--- src/rtl/pipe_reg_hs.sv ---
// pipe_reg_hs: elastic pipeline register with a valid/ready handshake, flush,
// a configurable data reset value and a saturating stall counter.
// Build option PIPE_REG_HS_SKID_EN: when defined, a two-entry skid buffer with
// a registered p_ready is built. When undefined, there is a single entry and
// p_ready is combinational.
module pipe_reg_hs #(
  parameter int             N         = 32,
  parameter logic [N-1:0]   RESET_VAL = '0,
  parameter int             CNT_W     = 16
) (
  input  logic             clk,
  input  logic             reset,
  input  logic             flush,
  input  logic             p_valid,
  output logic             p_ready,
  input  logic [N-1:0]     p_data,
  output logic             q_valid,
  input  logic             q_ready,
  output logic [N-1:0]     q_data,
  output logic [CNT_W-1:0] stall_cnt
);

  function automatic logic [CNT_W-1:0] sat_inc(input logic [CNT_W-1:0] v);
    return (&v) ? v : v + 1'b1;
  endfunction

  logic in_xfer;
  logic out_xfer;

`ifdef PIPE_REG_HS_SKID_EN

  // State encodes (main valid, skid valid) as {skid, main}.
  typedef enum logic [1:0] {
    EMPTY = 2'b00,
    BUSY  = 2'b01,
    FULL  = 2'b11
  } state_t;

  state_t         state, state_nxt;
  logic           p_ready_q, p_ready_nxt;
  logic [N-1:0]   main_data_p1;
  logic [N-1:0]   skid_data_p1;
  logic           ld_main_in, ld_main_skid, ld_skid;

  assign in_xfer  = p_valid && p_ready_q;
  assign out_xfer = state[0] && q_ready;

  // Next-state and load decode; flush empties the buffer and suppresses loads.
  always_comb begin
    state_nxt    = state;
    ld_main_in   = 1'b0;
    ld_main_skid = 1'b0;
    ld_skid      = 1'b0;
    case (state)
      EMPTY: begin
        if (in_xfer) begin
          state_nxt  = BUSY;
          ld_main_in = 1'b1;
        end
      end
      BUSY: begin
        if (in_xfer && out_xfer) begin
          ld_main_in = 1'b1;
        end else if (in_xfer) begin
          state_nxt = FULL;
          ld_skid   = 1'b1;
        end else if (out_xfer) begin
          state_nxt = EMPTY;
        end
      end
      FULL: begin
        if (out_xfer) begin
          state_nxt    = BUSY;
          ld_main_skid = 1'b1;
        end
      end
      default: state_nxt = EMPTY;
    endcase
    if (flush) begin
      state_nxt    = EMPTY;
      ld_main_in   = 1'b0;
      ld_main_skid = 1'b0;
      ld_skid      = 1'b0;
    end
    p_ready_nxt = (state_nxt != FULL);
  end

  // State register and registered p_ready (no q_ready -> p_ready path).
  always_ff @(posedge clk) begin
    if (reset) begin
      state     <= EMPTY;
      p_ready_q <= 1'b1;
    end else begin
      state     <= state_nxt;
      p_ready_q <= p_ready_nxt;
    end
  end

  // Output data register: loaded from input or promoted from the skid entry.
  always_ff @(posedge clk) begin
    if (reset) begin
      main_data_p1 <= RESET_VAL;
    end else if (ld_main_in) begin
      main_data_p1 <= p_data;
    end else if (ld_main_skid) begin
      main_data_p1 <= skid_data_p1;
    end
  end

  // Skid data register: captures the one extra entry taken on a new stall.
  always_ff @(posedge clk) begin
    if (ld_skid) begin
      skid_data_p1 <= p_data;
    end
  end

  assign p_ready = p_ready_q;
  assign q_valid = state[0];
  assign q_data  = main_data_p1;

`else

  logic           vld_p1;
  logic [N-1:0]   data_p1;

  assign p_ready  = !vld_p1 || q_ready;
  assign in_xfer  = p_valid && p_ready;
  assign out_xfer = vld_p1 && q_ready;

  // Single-entry register; flush drops the entry but keeps the data bits.
  always_ff @(posedge clk) begin
    if (reset) begin
      vld_p1  <= 1'b0;
      data_p1 <= RESET_VAL;
    end else if (flush) begin
      vld_p1  <= 1'b0;
    end else if (in_xfer) begin
      vld_p1  <= 1'b1;
      data_p1 <= p_data;
    end else if (out_xfer) begin
      vld_p1  <= 1'b0;
    end
  end

  assign q_valid = vld_p1;
  assign q_data  = data_p1;

`endif

  // Stall counter: counts cycles the output is held back; only reset clears it.
  always_ff @(posedge clk) begin
    if (reset) begin
      stall_cnt <= '0;
    end else if (q_valid && !q_ready) begin
      stall_cnt <= sat_inc(stall_cnt);
    end
  end

endmodule

--- config.mk ---
export PLATFORM = sky130hd
export DESIGN_NAME = pipe_reg_hs
export DESIGN_NICKNAME = d
export VERILOG_FILES = /design/src/rtl/pipe_reg_hs.sv
export SDC_FILE = /design/constraint.sdc
export NUM_CORES = 1
export LEC_CHECK = 0
export CAP_MARGIN = 0
export CELL_PAD_IN_SITES_DETAIL_PLACEMENT = 0
export CELL_PAD_IN_SITES_GLOBAL_PLACEMENT = 1
export CORE_AREA = 2 2 64 111
export DETAILED_ROUTE_END_ITERATION = 8
export DIE_AREA = 0 0 66 113
export PLACE_DENSITY_LB_ADDON = 0.05
export RECOVER_POWER = 25
export SLEW_MARGIN = 10
export SYNTH_ARGS = -nofsm -noshare
export SYNTH_HDL_FRONTEND = slang
export SYNTH_SLANG_ARGS = --single-unit
--- constraint.sdc ---
create_clock -name clk -period 3.8 [get_ports clk]
set_input_delay 0.57 -clock clk [delete_from_list [all_inputs] [get_ports clk]]
set_output_delay 0.57 -clock clk [all_outputs]
set_load 0.1 [all_outputs]
==> results of run 1 <==
[path summary, 6_finish.rpt]
path	slack [ns]	to	depth (start not counted)	start
max	1.24	stall_cnt[12]	1	stall_cnt[12]$_SDFFE_PP0P_
min	0.45	q_data[17]$_SDFFE_PP0P_	2	q_data[17]$_SDFFE_PP0P_
max reg2reg	1.75	stall_cnt[7]$_SDFFE_PP0P_	5	stall_cnt[0]$_SDFFE_PP0P_
min reg2reg	0.45	q_data[17]$_SDFFE_PP0P_	2	q_data[17]$_SDFFE_PP0P_
[sequential cells by signal, indices dropped and copies added, names as in the netlist]
name,flops
q_valid,1
q_data,32
stall_cnt,16
[synthesized netlist by cell type, types with 2 or more instances]
| library cell | count |
|---|---|
| nor3_1 | 4 |
| or3_1 | 5 |
| clkbuf_1 | 12 |
| a21oi_1 | 44 |
| nor4_1 | 5 |
| inv_1 | 3 |
| o21ai_0 | 6 |
| dfxtp_1 | 49 |
| or3_2 | 3 |
| mux2i_1 | 2 |
| or4_1 | 4 |
| o31ai_1 | 6 |
| nand3b_1 | 2 |
| nor2_1 | 5 |
| nor2b_1 | 2 |
| nand2b_1 | 2 |
| nand3_1 | 5 |
| nand4_1 | 5 |
| nand2_1 | 71 |
[per-layer routing]
layer | GRT usage (%) | up-vias
li1 | - | 1021
met4 | 5.71 | 0
met1 | 18.4 | 936
met3 | 5.37 | 7
met2 | 26.3 | 47
met5 | 0 | -
[cell usage in the layout, fill, tap and decap left out, types with 3 or more instances in the layout]
master / synthesis / layout
dfxtp_1: 49 / 49
nand3_1: 5 / 5
a21oi_1: 44 / 44
or4_1: 4 / 4
clkbuf_16: 0 / 5
o21ai_0: 6 / 6
nand4_1: 5 / 5
or3_1: 5 / 5
nor2_1: 5 / 5
clkdlybuf4s50_1: 0 / 84
nand2_1: 71 / 71
nor3_1: 4 / 4
or3_2: 3 / 3
buf_4: 0 / 4
nor4_1: 5 / 5
o31ai_1: 6 / 6
inv_1: 3 / 3
[metrics by stage]
step / utilization [%] / total power, uW
floorplan: - / 708
global placement: 44.5 / 791
detailed placement: 44.5 / 791
CTS: 47.1 / 1310
global route: 47.1 / 1350
finish: 47.1 / 1300
[where the power goes]
part / switching (uW) / internal (uW) / total [uW]
sequential: 8.52 / 530 / 539
clock: 189 / 329 / 518
combinational: 166 / 73.0 / 239
total: 363 / 932 / 1300
[area by class of cell]
class,instances,area share (%)
flip-flops and latches,49,31.8
multi-input cells,180,30.5
repair buffers,89,28.4
clock buffers,7,4.63
well taps,82,3.33
clock inverters,1,0.975
inverters,3,0.366
[cells by family after synthesis]
logic type / after synthesis
DFF: 49
AOI/OAI and AO/OA: 57
muxes: 3
adders and majority gates: 1
buffers and inverters: 15
and+or+nand+nor: 119
==> flow_metrics.py, run 1 <==
metrics = {
    "timing": {
        "fin_skew_ns": 0.00296,
        "fin_crit_ns": 2.56,
        "min_period_over_period_pct": 67.4,
        "worst_slack_ns": 1.24,
        "tightest_slew_ns": 2.29,
        "rsz0062_at_grt": "no",
        "finalSetupViolations": 0,
        "setup-tns-final_ns": 0,
        "drv_slew": 52,
        "hold_viol_final": 0,
        "clock.fmax_mhz": 391,
        "hold-worst-slack_ns": 0.450,
        "maxSlewHeadroom_pct": -52.9,
    },
    "finish": {
        "fillCellCount": 691,
        "final_area_mm2": 0.00308,
        "final_nets": 366,
        "syn2layout_area_growth_pct": 56.3,
        "seqCellArea_um2": 981,
        "num_antenna_cells": 0,
        "final_cell_count_no_fill": 411,
        "multi_input_area_um2": 938,
        "drive_above_1_share_pct": 5.78,
    },
    "floorplan": {
        "die_w_um": 66,
        "io_pins": 87,
        "start_util_pct": 30.1,
        "die_h_um": 113,
        "coreArea_mm2": 0.00654,
        "dieArea_mm2": 0.00746,
        "rows": 39,
    },
    "worst_setup_path": {
        "critPathKind": "flop to output port",
        "slowest_stage": "clkdlybuf4s50_1",
        "crit_path_start_kind": "flop",
        "critical_path.max_fanout": 9,
        "cp_top_family": "buffers and inverters",
        "worstPathArrival_ns": 1.99,
        "critPathMaxStageDelay_ns": 1.20,
        "worstPathRequired_ns": 3.23,
        "critPathCaptureType": "output port",
        "path_buf_inv": 1,
        "timing.critical_path.cells": "clkdlybuf4s50_1",
    },
    "placed_design": {
        "dp_cells": 403,
        "dp_hpwl_mm": 3.89,
        "routabilityCongestion": 0.765,
        "dp_slack_ns": 1.34,
        "io_buffers": 86,
        "dpl_cell_area_mm2": 0.00291,
    },
    "synth": {
        "synth_top_family_by_area": "simple AND/OR/NAND/NOR gates",
        "synth.distinct_cells": 28,
        "synth_nets": 282,
        "yosys.area.top_type_share_pct": 49.8,
        "synth_area_leader_cell": "dfxtp_1",
        "synth_area_per_cell_um2": 8.08,
        "synth_area_mm2": 0.00197,
        "seq_area_frac_synth_pct": 49.8,
        "synthMuxAreaShare_pct": 1.59,
        "synth_compound_area_share_pct": 15.4,
        "synth_fa_ha_area_share_pct": 0.635,
        "synth_edf_count": 0,
        "ys_warn_count": 0,
        "synth_ff_type": "dfxtp_1",
        "synth_area_leaders": "dfxtp_1, nand2_1, a21oi_1, clkbuf_1, o31ai_1",
        "synth_xor_area_share_pct": 0,
        "ys_seq_elements": 49,
        "synth_simple_gate_area_share_pct": 29.7,
        "netlist_instances": 244,
        "async_flop_share_pct": 0,
    },
    "route": {
        "wl_met2_mm": 2.91,
        "wire_per_inst_um": 13.5,
        "ant_nets": 0,
        "vias": 2011,
        "highest_layer": "met4",
        "viasPerCell": 4.89,
        "first_iter_violations": 93,
        "drcViolationCount": 0,
        "drt-met1-wl_mm": 2.18,
        "drtPass1Iterations": 4,
        "wl_mm": 5.56,
        "route.met3.wl_um": 365,
    },
    "power": {
        "irDropWorstVdd_mv": 0.247,
        "power.leakage_uw": 0.00103,
        "power.density_mw_per_mm2": 421,
    },
    "global_route": {
        "antenna_found_initial": 0,
        "grt_first_pass_wirelength_mm": 9.16,
        "grt_max_degree": 52,
        "grt_pass1_vias": 1910,
        "track_usage_pct": 15.7,
        "overflow": 0,
    },
    "flow_run": {
        "drv_cap": 1,
    },
    "cts": {
        "cts.clk_slew.worst_paths_ns": 0.06,
        "root_buffer": "clkbuf_16",
        "cts_htree_levels": 2,
        "cts_hold_buffers": 0,
        "insertion_delay_ns": 0.29,
        "cts_buffers": 5,
        "cts.sinks": 49,
        "postCtsSetupRepairBufs": 0,
        "clockBufferDepth": 2,
        "cts_tree": "done",
        "cts_resized": 0,
    },
    "run_status": {
        "outcome": "complete, but fails checks",
        "violations": "capacitance limit, slew limit",
    },
    "min_path": {
        "hold_class": "flop to flop",
    },
}
No activity file was read; power rests on OpenSTA's default activity.
==> run 2: changes to the inputs <==
--- a/config.mk
+++ b/config.mk
@@ -8,9 +8,9 @@
 export CAP_MARGIN = 0
 export CELL_PAD_IN_SITES_DETAIL_PLACEMENT = 0
 export CELL_PAD_IN_SITES_GLOBAL_PLACEMENT = 1
-export CORE_AREA = 2 2 64 111
+export CORE_AREA = 2 2 69 121
 export DETAILED_ROUTE_END_ITERATION = 8
-export DIE_AREA = 0 0 66 113
+export DIE_AREA = 0 0 71 123
 export PLACE_DENSITY_LB_ADDON = 0.05
 export RECOVER_POWER = 25
 export SLEW_MARGIN = 10
==> constraint.sdc (replaced) <==
create_clock -name clk -period 2.3 [get_ports clk]
set_input_delay 0.345 -clock clk [delete_from_list [all_inputs] [get_ports clk]]
set_output_delay 0.345 -clock clk [all_outputs]
set_load 0.1 [all_outputs]
==> run 2 against run 1 <==
Net effect:
- the flow now finishes without violations
- clock power is 50% higher
- combinational power is 58% higher
- first-iteration DRC count is 20% higher
- global-route usage is 2.0 points lower
- highest routed layer unchanged
- critical endpoint is now stall_cnt[9]$_SDFFE_PP0P_
- design area is 4.5% lower
- core utilization is 9.4 points lower
- clock-buffer cell count stayed put
- sequential power is 65% higher
- setup slack worse by 0.97 ns
==> flow_metrics.py, run 2 (same netlist as run 1, synthesis figures left out) <==
metrics = {
    "route": {
        "first_iter_violations": 112,
        "wire_per_inst_um": 13.6,
        "viasPerCell": 4.75,
        "ant_nets": 0,
        "drcViolationCount": 0,
        "wl_mm": 5.75,
        "drtPass1Iterations": 4,
        "vias": 2015,
    },
    "placed_design": {
        "io_buffers": 86,
        "routabilityCongestion": 0.730,
        "dp_hpwl_mm": 4.18,
        "dpl_cell_area_mm2": 0.00287,
    },
    "power": {
        "power.leakage_uw": 0.00106,
        "irDropWorstVdd_mv": 0.340,
        "power.density_mw_per_mm2": 695,
        "finalPower_uw": 2040,
    },
    "floorplan": {
        "die_h_um": 123,
        "dieArea_mm2": 0.00873,
        "io_pins": 87,
        "die_w_um": 71,
        "coreArea_mm2": 0.00780,
        "rows": 43,
        "start_util_pct": 25.3,
    },
    "cts": {
        "cts.clk_slew.worst_paths_ns": 0.07,
        "root_buffer": "clkbuf_16",
        "cts_hold_buffers": 0,
        "cts_buffers": 5,
        "cts_resized": 0,
        "cts_htree_levels": 2,
        "postCtsSetupRepairBufs": 0,
        "clockBufferDepth": 2,
        "cts_tree": "done",
        "cts.sinks": 49,
        "insertion_delay_ns": 0.29,
    },
    "finish": {
        "syn2layout_area_growth_pct": 49.3,
        "final_cell_mix": "nand2_1, a21oi_1, dfxtp_1, clkdlybuf4s50_1, buf_4",
        "final_nets": 371,
        "num_antenna_cells": 0,
        "largest_reg_flops": 32,
        "final_common_cell": "nand2_1",
        "final_area_mm2": 0.00294,
        "drive_above_1_share_pct": 18.3,
    },
    "timing": {
        "clock.fmax_mhz": 491,
        "fin_skew_ns": 0.00538,
        "drv_slew": 0,
        "rsz0062_at_grt": "no",
        "maxSlewHeadroom_pct": 18.9,
        "hold-worst-slack_ns": 0.438,
        "hold_viol_final": 0,
        "setup-tns-final_ns": 0,
        "min_period_over_period_pct": 88.5,
        "tightest_slew_ns": 1.22,
        "fin_crit_ns": 2.03,
        "finalSetupViolations": 0,
    },
    "worst_setup_path": {
        "crit_path_start_kind": "primary input",
        "worstPathRequired_ns": 2.52,
        "reg2regPathDepth": 5,
        "critPathKind": "primary input to flop",
        "r2r_end": "stall_cnt[10]$_SDFFE_PP0P_",
        "r2r-start": "stall_cnt[0]$_SDFFE_PP0P_",
        "critPathCaptureType": "flop",
        "critical_path.max_fanout": 8,
        "rrSetupSlack_ns": 0.57,
        "worstPathArrival_ns": 2.26,
    },
    "min_path": {
        "holdPathEnd": "stall_cnt[4]$_SDFFE_PP0P_",
        "hold_depth": 2,
        "hp-start": "reset",
        "hold_class": "primary input to flop",
    },
    "flow_run": {
        "drv_cap": 0,
    },
    "global_route": {
        "grt_pass1_vias": 1875,
        "grt_use_met3_pct": 4.07,
        "grt_first_pass_wirelength_mm": 9.36,
        "gr-usage-met1_pct": 16.4,
        "met2_usage_pct": 22.5,
        "grt_max_degree": 33,
        "overflow": 0,
        "grt.busiest_layer": "met2",
        "track_usage_pct": 13.7,
        "antenna_found_initial": 0,
    },
    "run_status": {
        "outcome": "complete, no violations",
    },
}
==> run 2: cell count changes in the layout (fill, tap and decap cells not counted), moves of 2 or more <==
cell / delta
dfxtp_2: +9
buf_4: +29
clkdlybuf4s50_1: -50
clkbuf_1: +21
buf_12: +2
dfxtp_1: -9
==> run 2: how the worst max path moves through the flow <==
| stage | from | cells past startpoint | to | slack (ns) |
|---|---|---|---|---|
| finish | q_ready | 5 | stall_cnt[9]$_SDFFE_PP0P_ | 0.27 |
| global route | q_ready | 5 | stall_cnt[9]$_SDFFE_PP0P_ | 0.15 |
| CTS | q_ready | 5 | stall_cnt[9]$_SDFFE_PP0P_ | 0.37 |
| detailed placement | q_ready | 5 | stall_cnt[9]$_SDFFE_PP0P_ | 0.07 |
| global placement | q_ready | 5 | stall_cnt[9]$_SDFFE_PP0P_ | 0.10 |
| floorplan | stall_cnt[8]$_SDFFE_PP0P_ | 4 | stall_cnt[3]$_SDFFE_PP0P_ | 0.009 |
==> run 2: power by group <==
part / switching (uW) / internal [uW]
logic: 276 / 100
registers: 14.2 / 876
clock network: 316 / 461
total: 607 / 1440
==> run 2: layer usage <==
layer | wire, um | vias to the layer above
li1 | - | 1031
met1 | 2370 | 927
met2 | 2920 | 50
met3 | 340 | 7
met4 | 111 | 0
met5 | 0 | -
==> run 2: layout make-up <==
cell class / instances / area [um^2]
sequential: 49 / 992
inverter: 3 / 11.3
fill: 829 / 4860
tap: 90 / 113
multi-input combinational: 180 / 938
clock buffer: 7 / 153
timing repair buffer: 94 / 729
clock inverter: 1 / 5.00
==> run 2: stage by stage <==
stage | cells | setup WS [ns] | util [%]
2_1_floorplan | 244 | 0.00904 | -
3_3_place_gp | 416 | 0.102 | 36.8
3_5_place_dp | 416 | 0.0719 | 36.8
4_1_cts | 424 | 0.370 | 38.8
5_1_grt | 424 | 0.149 | 37.7
6_report | 424 | 0.265 | 37.7
==> run 2: worst max-delay path, cell delays in order <==
cell and delay, ns:
dlygate4sd3_1 0.57, and4b_1 0.32, nand4_1 0.31, or4_1 0.56, a21oi_1 0.15
==> run 3: changes to the inputs <==
--- a/config.mk
+++ b/config.mk
@@ -8,9 +8,9 @@
 export CAP_MARGIN = 0
 export CELL_PAD_IN_SITES_DETAIL_PLACEMENT = 0
 export CELL_PAD_IN_SITES_GLOBAL_PLACEMENT = 1
-export CORE_AREA = 2 2 69 121
+export CORE_AREA = 2 2 64 111
 export DETAILED_ROUTE_END_ITERATION = 8
-export DIE_AREA = 0 0 71 123
+export DIE_AREA = 0 0 66 113
 export PLACE_DENSITY_LB_ADDON = 0.05
 export RECOVER_POWER = 25
 export SLEW_MARGIN = 10
==> constraint.sdc (replaced) <==
create_clock -name clk -period 2.5 [get_ports clk]
set_input_delay 0.375 -clock clk [delete_from_list [all_inputs] [get_ports clk]]
set_output_delay 0.375 -clock clk [all_outputs]
set_load 0.1 [all_outputs]
==> run 3 against run 2 <==
Net effect:
- cell count down 2.1%
- design area down 2.0%
- non-clock buffer count fell by 1
- critical endpoint unchanged
- largest cell class unchanged
- largest power group unchanged
==> flow_metrics.py, run 3 (same netlist as run 1, synthesis figures left out) <==
metrics = {
    "route": {
        "drcViolationCount": 0,
        "ant_nets": 0,
        "first_iter_violations": 60,
        "wl_mm": 5.51,
        "vias": 1991,
        "drtPass1Iterations": 4,
        "wire_per_inst_um": 13.3,
        "viasPerCell": 4.80,
    },
    "finish": {
        "final_common_cell": "nand2_1",
        "num_antenna_cells": 0,
        "final_cell_mix": "nand2_1, dfxtp_1, a21oi_1, clkdlybuf4s50_1, buf_4",
        "drive_above_1_share_pct": 15.6,
        "syn2layout_area_growth_pct": 46.3,
        "largest_reg_flops": 32,
        "fillCellCount": 704,
        "final_nets": 370,
    },
    "power": {
        "power.density_mw_per_mm2": 626,
        "seqPwrFrac_pct": 45.4,
        "combPwrFrac_pct": 19.0,
        "power.leakage_uw": 0.00104,
        "p_switching_uw": 540,
        "power_switching_share_pct": 29.9,
        "clkPwrFrac_pct": 35.6,
        "p_int_uw": 1260,
        "irDropWorstVdd_mv": 0.395,
    },
    "worst_setup_path": {
        "crit_path_start_kind": "primary input",
        "worstPathArrival_ns": 2.16,
        "worstPathRequired_ns": 2.71,
        "critical_path.max_fanout": 8,
        "critPathCaptureType": "flop",
        "critPathKind": "primary input to flop",
    },
    "timing": {
        "tightest_slew_ns": 1.21,
        "fin_skew_ns": 0.00290,
        "maxSlewHeadroom_pct": 19.8,
        "finalSetupViolations": 0,
        "rsz0062_at_grt": "no",
        "drv_slew": 0,
        "fin_crit_ns": 1.96,
        "worst_slack_ns": 0.545,
        "min_period_over_period_pct": 78.2,
        "hold_viol_final": 0,
        "setup-tns-final_ns": 0,
        "clock.fmax_mhz": 511,
    },
    "floorplan": {
        "rows": 39,
        "die_w_um": 66,
        "dieArea_mm2": 0.00746,
        "coreArea_mm2": 0.00654,
        "start_util_pct": 30.1,
        "die_h_um": 113,
        "io_pins": 87,
    },
    "placed_design": {
        "io_buffers": 86,
        "routabilityCongestion": 0.798,
        "dp_slack_ns": 0.274,
        "dp_hpwl_mm": 3.90,
    },
    "cts": {
        "clockBufferDepth": 2,
        "cts_tree": "done",
        "cts_resized": 0,
        "root_buffer": "clkbuf_16",
        "cts.sinks": 49,
        "cts_hold_buffers": 0,
        "cts_buffers": 5,
        "postCtsSetupRepairBufs": 0,
        "cts_htree_levels": 2,
        "insertion_delay_ns": 0.28,
        "cts.clk_slew.worst_paths_ns": 0.06,
    },
    "min_path": {
        "hold_class": "flop to flop",
    },
    "global_route": {
        "overflow": 0,
        "antenna_found_initial": 0,
        "grt_pass1_vias": 1841,
        "grt_max_degree": 28,
        "grt_first_pass_wirelength_mm": 8.78,
        "track_usage_pct": 15.0,
    },
    "flow_run": {
        "drv_cap": 0,
    },
    "run_status": {
        "outcome": "complete, no violations",
    },
}
run 3: stage by stage:
stage          power, uW  hold slack, ns  instance area, um^2  instances  utilization [%]
2_1_floorplan       1080           0.447                 1970        244                -
3_3_place_gp        1200           0.442                 2830        407             43.3
3_5_place_dp        1200           0.449                 2830        407             43.3
4_1_cts             1860           0.458                 2970        415             45.4
5_1_grt             1890           0.472                 2880        415             44.1
6_report            1800           0.454                 2880        415             44.1
run 3: area by class of cell:
cell class,instances,area [um^2],area share (%)
clock inverters,2,10.0,0.347
clock buffers,6,129,4.47
inverters,3,11.3,0.390
flip-flops and latches,49,985,34.1
multi-input cells,180,938,32.5
repair buffers,93,708,24.6
well taps,82,103,3.56
run 3: power by group through the flow:
stage,Clock [uW],Combinational (uW),Sequential [uW]
after floorplan,0,59.1,1020
after global placement,0,360,837
after detailed placement,0,360,838
after CTS,682,360,820
after global routing,706,359,822
final,643,342,819
run 3: path summary, 6_finish.rpt:
kind / slack (ns) / from / to / cells after the start
hold / removal: 0.45 / q_data[5]$_SDFFE_PP0P_ / q_data[5]$_SDFFE_PP0P_ / 2
setup / recovery: 0.54 / q_ready / stall_cnt[9]$_SDFFE_PP0P_ / 5
hold reg to reg: 0.45 / q_data[5]$_SDFFE_PP0P_ / q_data[5]$_SDFFE_PP0P_ / 2
setup reg to reg: 0.64 / stall_cnt[2]$_SDFFE_PP0P_ / stall_cnt[9]$_SDFFE_PP0P_ / 4
run 3: critical path, cell delays in order:
cell,delay (ns)
clkdlybuf4s50_1,0.44
and4b_1,0.33
nand4_1,0.31
or4_1,0.56
a21oi_1,0.14
run 3: routing by layer:
layer | vias to the layer above | track usage, % | routed length (um)
li1 | 1029 | - | -
met1 | 901 | 17.9 | 2340
met2 | 55 | 25.4 | 2800
met3 | 6 | 3.78 | 284
met4 | 0 | 5.71 | 90
met5 | - | 0 | 0
